===== src/rtl/mtr_duty_ctrl.sv =====
// Speed command to PWM duty word: clamp, per-period slew limit, and an
// over-current leaky bucket that latches a zero-torque fault.
module mtr_duty_ctrl #(
  parameter logic [10:0] SLEW_STEP = 11'd16,
  parameter logic [10:0] DUTY_MIN  = 11'h080,
  parameter logic [10:0] DUTY_MAX  = 11'h780,
  parameter logic [7:0]  OVR_LIMIT = 8'd32
) (
  input  logic        clk,
  input  logic        rst,
  input  logic [11:0] spd,
  input  logic        en,
  input  logic        PWM_synch,
  input  logic        ovr_I_blank,
  input  logic        OVR_I,
  input  logic        clr_fault,
  output logic [10:0] duty,
  output logic        fault,
  output logic [7:0]  ovr_cnt
);

  localparam logic [10:0] DUTY_ZERO = 11'h400;

  typedef enum logic {RUN, FAULT} state_t;

  state_t      state, state_nxt;
  logic        period_ovr;
  logic [10:0] raw, tgt, duty_slew;
  logic [11:0] d12, t12, s12;
  logic [7:0]  cnt_upd;
  logic        ovr_q, trip, clr_now;

  // Offset-binary conversion: 0x400 + spd>>>1 is just the MSB flipped.
  assign raw   = en ? {~spd[11], spd[10:1]} : DUTY_ZERO;
  assign ovr_q = OVR_I & ~ovr_I_blank;

  always_comb begin
    tgt = raw;
    if (raw < DUTY_MIN) tgt = DUTY_MIN;
    else if (raw > DUTY_MAX) tgt = DUTY_MAX;
    if (state == FAULT) tgt = DUTY_ZERO;
  end

  // 12-bit compare so duty+step / tgt+step never wrap.
  assign d12 = {1'b0, duty};
  assign t12 = {1'b0, tgt};
  assign s12 = {1'b0, SLEW_STEP};

  always_comb begin
    duty_slew = tgt;
    if (t12 > d12 + s12)      duty_slew = duty + SLEW_STEP;
    else if (t12 + s12 < d12) duty_slew = duty - SLEW_STEP;
  end

  always_comb begin
    cnt_upd = ovr_cnt;
    if (period_ovr) cnt_upd = (ovr_cnt >= 8'hFE) ? 8'hFF : ovr_cnt + 8'd2;
    else if (ovr_cnt != 8'd0) cnt_upd = ovr_cnt - 8'd1;
  end

  assign trip    = (state == RUN) && PWM_synch && (cnt_upd >= OVR_LIMIT);
  assign clr_now = (state == FAULT) && clr_fault;

  always_comb begin
    state_nxt = state;
    case (state)
      RUN:     if (trip) state_nxt = FAULT;
      FAULT:   if (clr_fault) state_nxt = RUN;
      default: state_nxt = RUN;
    endcase
  end

  always_ff @(posedge clk) begin
    if (rst) begin
      state      <= RUN;
      duty       <= DUTY_ZERO;
      fault      <= 1'b0;
      ovr_cnt    <= 8'd0;
      period_ovr <= 1'b0;
    end else begin
      state <= state_nxt;
      // A synch consumes the period flag; a qualifying sample on it starts the next period.
      if (PWM_synch)  period_ovr <= ovr_q;
      else if (ovr_q) period_ovr <= 1'b1;
      if (clr_now) begin
        ovr_cnt    <= 8'd0;
        period_ovr <= 1'b0;
        fault      <= 1'b0;
      end else if (state == RUN && PWM_synch) begin
        ovr_cnt <= cnt_upd;
        if (trip) begin
          fault <= 1'b1;
          duty  <= DUTY_ZERO;
        end else begin
          duty  <= duty_slew;
        end
      end
    end
  end

endmodule


===== config.mk =====
export PLATFORM = sky130hd
export DESIGN_NAME = mtr_duty_ctrl
export DESIGN_NICKNAME = d
export VERILOG_FILES = /design/src/rtl/mtr_duty_ctrl.sv
export SDC_FILE = /design/constraint.sdc
export NUM_CORES = 1
export LEC_CHECK = 0
export CORE_MARGIN = 2
export CORE_UTILIZATION = 50
export DETAILED_ROUTE_END_ITERATION = 7
export PLACE_DENSITY = 0.76
export SLEW_MARGIN = 10
export SYNTH_ARGS = -nofsm -noshare
export SYNTH_HDL_FRONTEND = slang
export SYNTH_SLANG_ARGS = --single-unit

===== constraint.sdc =====
create_clock -name clk -period 5.6 [get_ports clk]
set_clock_uncertainty 0.2 [all_clocks]
set_input_delay 1.12 -clock clk [delete_from_list [all_inputs] [get_ports clk]]
set_output_delay 1.12 -clock clk [all_outputs]
set_load 0.02 [all_outputs]

# Yosys cells after proc, flatten, opt, wreduce, memory -nomap -nowiden
# Index checks and enable logic that the tools add are counted.
# W data, S select, Z words.
# classes
addsub	6
order_cmp	6
n_mux	15
bitwise_logic	5
reduce_logical	8
# op_table
operator	count
$mux W11	7
$add A11 B5 Y12 const B	2
$mux W8	3
$gt A11 B12 Y1	1
$lt A12 B11 Y1	1
$add A11 B5 Y11 const B	1
$gt A11 B11 Y1 const B	1
$lt A11 B8 Y1 const B	1
$sub A11 B5 Y11 const B	1
$add A8 B2 Y8 const B	1
$ge A8 B6 Y1 const B	1
$ge A8 B8 Y1 const B	1
$reduce_bool A8 Y1	1
$sub A8 B1 Y8 const B	1
$mux W1	4
$not A1 Y1	4
$reduce_and A2 Y1	2
$logic_and A1 B1 Y1	3
$pmux W1 S2	1
$reduce_bool A2 Y1	1
$reduce_or A2 Y1	1
$and A1 B1 Y1	1
# word_totals
register_bits	22
in_bits	19
out_inout_bits	20
word_cells	45

# Longest topological paths before layout
# logic_depth
ltp_word	11
ltp_mapped	15
ltp_nobuf	15

# Least setup slack after synthesis
# No wires, ideal clock.
# synth_timing
kind	input to register
from	input spd[4]
to	register duty[1]
setup_ps	115
arrival_time_ps	4379
t_required_ps	5285
path_slack_ps	907
stages	14
n_path_buf	0
cell_sequence	nor4_1 > a211oi_1 > a2111oi_4 > and2_1 > ha_1 > and3_1 > mux2_2 > ha_1 > nand3_1 > a211oi_1 > nor3_2 > nor3_1 > mux2i_1 > nor2_1
# synth_via
elab_chain_len	10
word_cells_on_any_way	12
cone_classes	add/sub: 1; order compare: 4; mux: 7
# synth_rtl
element	line	text
from (decl)	11	input logic [11:0] spd,
$mux W11 *	34	assign raw = en ? {~spd[11], spd[10:1]} : DUTY_ZERO;
$gt A11 B11 Y1	40	else if (raw > DUTY_MAX) tgt = DUTY_MAX;
$mux W11	40	
$mux W11 *	39	if (raw < DUTY_MIN) tgt = DUTY_MIN;
$mux W11 *	41	if (state == FAULT) tgt = DUTY_ZERO;
$add A11 B5 Y12	52	else if (t12 + s12 < d12) duty_slew = duty - SLEW_STEP;
$lt A12 B11 Y1	52	
$mux W11	52	
$mux W11 *	51	if (t12 > d12 + s12) duty_slew = duty + SLEW_STEP;
$mux W11 *	91	if (trip) begin
to (signal assigned)	95	duty <= duty_slew;
to (decl)	17	output logic [10:0] duty,
# Mark *: on every way between the ends. The rest lies on a longest branch, timed or not.
# A chain may end at the register's enable or synchronous reset.

# Worst setup path after layout
# layout_timing
from	input spd[4]
to	register duty[7]
# The elaborated chain is that of the path after synthesis.

==> results.json <==
{
  "root_buffer": "clkbuf_8",
  "cts_max_path_buffers": 2,
  "status": "completed",
  "overflow": 0,
  "timing.fmax_mhz": 190,
  "antenna_cells": 0,
  "drc_errors": 0,
  "hold_class": "register to register",
  "cp_slowest_cell": "a2111oi_4",
  "cts_tree": "built",
  "track_usage_pct": 22.8,
  "antenna_found_initial": 0,
  "grt_pass1_wl_um": 9600,
  "fin_setup_tns_ns": 0,
  "die_width_um": 71.5,
  "power.density_nw_per_um2": 612,
  "async_reset_ff_share_pct": 0,
  "cp_max_fo": 8,
  "ir_drop_mv": 0.278,
  "placed_area_um2": 2690,
  "gp_congestion": 0.885,
  "path_class": "input pin to register",
  "synthesis.area_um2": 2280,
  "grt_pass1_vias": 2120,
  "clock_sinks": 22,
  "synth_top_flop_cell": "dfxtp_1",
  "clk_latency_ns": 0.27,
  "drt_wl_total_um": 5740,
  "arrival_ns": 5.24,
  "avgSynthCellArea_um2": 7.77,
  "final_area_um2": 2750,
  "syn_to_final_growth_pct": 20.9,
  "syn-num-nets": 339,
  "yosysTopAreaCellShare_pct": 19.4,
  "start_util_pct": 51.9,
  "nNetsFinal": 376,
  "clkTransAtPathRegs_ns": 0.08,
  "end_kind": "register",
  "ys_types": 55,
  "finalSetupViolCount": 0,
  "critPathRequiredTime_ns": 5.57,
  "synth_edf_count": 0,
  "dpl.hpwl_um": 4510,
  "yosys_register_bits": 22,
  "dpl.cell_count": 377,
  "drive_gt1_share_pct": 7.60,
  "worstMarginPinSlew_ns": 0.648,
  "final_cells": 381,
  "crit_chain": "clkdlybuf4s50_1 > nor4_1 > a211oi_1 > a2111oi_4 > nand2_1 > inv_1 > ha_1 > and3_1 > mux2_2 > ha_1 > a21o_1 > a21o_1 > nor3_2 > buf_4 > mux2i_1 > mux2i_1 > a22o_1",
  "crit_path_max_incr_delay_ns": 0.52,
  "cap_violations": 0,
  "dr.pass1.iters": 4,
  "vias": 2266,
  "period_needed_ns": 5.26,
  "io_buffer_count": 37,
  "wl_per_cell_um": 15.1,
  "fp.coreArea_um2": 4380,
  "fin_crit_sh_pct": 94.0,
  "postSynthCellCount": 293,
  "yosysSeqAreaShare_pct": 19.4,
  "synth_top_area_cell": "dfxtp_1",
  "drv_slew": 0,
  "crit_path_start_kind": "input pin",
  "slew_headroom_pct": 56.7,
  "h-tree-depth": 1,
  "die_y_um": 71.5,
  "ant_nets": 0,
  "routed_via_density": 5.95,
  "cts_setup_buffers": 0,
  "dieArea_um2": 5110,
  "hold_viol": 0,
  "synth.area.top_cells": "dfxtp_1 19%, ha_1 15%, a21oi_1 4.6%",
  "numCtsBuffers": 3,
  "rsz0062_at_grt": "no",
  "yosysWarnings": 0,
  "grt_max_degree": 19,
  "pin_count": 39,
  "drt-initial-drc-count": 205,
  "p_leak_nw": 1.11,
  "num_rows": 24
}
## flip-flops by register name, summed over array words and instances (netlist names)
signal and count:
state 1, fault 1, ovr_cnt 8, duty 11, period_ovr 1
## synthesized netlist by cell type (4+ instances only)
| cell | count |
|---|---|
| dfxtp_1 | 22 |
| xor2_1 | 4 |
| nand2_1 | 23 |
| inv_1 | 24 |
| nor4_1 | 4 |
| and3_1 | 4 |
| nor2_1 | 22 |
| xnor2_1 | 10 |
| a21o_1 | 5 |
| nand4_1 | 6 |
| nand2b_1 | 5 |
| a21oi_1 | 21 |
| ha_1 | 27 |
| clkbuf_1 | 5 |
| nor3_1 | 12 |
| a211oi_1 | 8 |
| and2_1 | 5 |
| mux2i_1 | 7 |
| o21ai_0 | 7 |
| nand3_1 | 17 |
## path summary, 6_finish.rpt
check	start	to	slack [ns]	cells past startpoint
min reg2reg	fault$_SDFFE_PP0P_	fault$_SDFFE_PP0P_	0.30	2
max	spd[4]	duty[7]$_SDFFE_PP0P_	0.34	17
max reg2reg	state$_SDFF_PP0_	duty[7]$_SDFFE_PP0P_	1.80	14
min	fault$_SDFFE_PP0P_	fault$_SDFFE_PP0P_	0.30	2
## routing by layer
layer	GRT usage, %	part of all wire (%)	vias to the layer above
li1	-	-	1145
met5	0	0	-
met4	3.14	0.54	0
met3	5.06	8.2	6
met1	33.0	47	1030
met2	35.6	44	85
## layout make-up
type	instances	area [um2]
repair buffers	43	415
fillers	393	1630
flip-flops and latches	22	440
inverters	24	90.1
clock buffers	4	55.1
multi-input cells	236	1690
well taps	52	65.1
## worst max-delay path, delay by kind of cell
kind / cells / cell delay [ns]
and+or+nand+nor: 4 / 1.16
AOI/OAI and AO/OA: 5 / 1.24
muxes: 3 / 0.62
buffers and inverters: 3 / 0.74
adders and majority gates: 2 / 0.35
## report_power, final
part	internal [mW]	leakage (nW)	total, mW	switching [mW]
clock network	0.0628	0.0288	0.118	0.0553
registers	0.212	0.180	0.325	0.113
logic	0.560	0.897	1.24	0.681
## through the flow
stage | power, mW | hold WS [ns] | setup WS (ns) | util, %
3_5_place_dp | 1.54 | 0.270 | -0.0454 | 61.4
4_1_cts | 1.67 | 0.296 | 0.218 | 62.7
2_1_floorplan | 1.22 | 0.370 | 0.907 | -
5_1_grt | 1.84 | 0.347 | 0.0208 | 62.8
6_report | 1.68 | 0.296 | 0.336 | 62.8
3_3_place_gp | 1.51 | 0.265 | -0.0292 | 61.4
## what timing repair did
item	CTS	global route
hold buffers	0	0
setup endpoints to repair	0	4
gates resized for setup	0	1
## cells in the final DEF, fill, tap and decap left out, drive strengths merged, types with 8 or more instances in the layout
| master | synthesis | layout |
|---|---|---|
| nand3 | 18 | 18 |
| ha | 27 | 27 |
| nor3 | 13 | 13 |
| xnor2 | 10 | 10 |
| inv | 24 | 24 |
| mux2i | 8 | 8 |
| nand2 | 23 | 23 |
| a211oi | 8 | 8 |
| a21oi | 22 | 22 |
| nor2 | 22 | 22 |
| clkdlybuf4s50 | 0 | 37 |
| dfxtp | 22 | 22 |
## logic make-up (layout without fill, tap and decap cells)
group / after synthesis / in the layout / share of synthesized area [%]
adder cells (fa/ha/maj): 27 / 27 / 14.8
AO/OA/AOI/OAI: 70 / 70 / 21.9
XOR/XNOR: 14 / 14 / 5.39
flip-flops: 22 / 22 / 19.4
multiplexers: 11 / 11 / 5.17
buffers and inverters: 35 / 71 / 6.76
AND/OR/NAND/NOR: 114 / 114 / 26.6
Power figures use the tool's default switching activity.
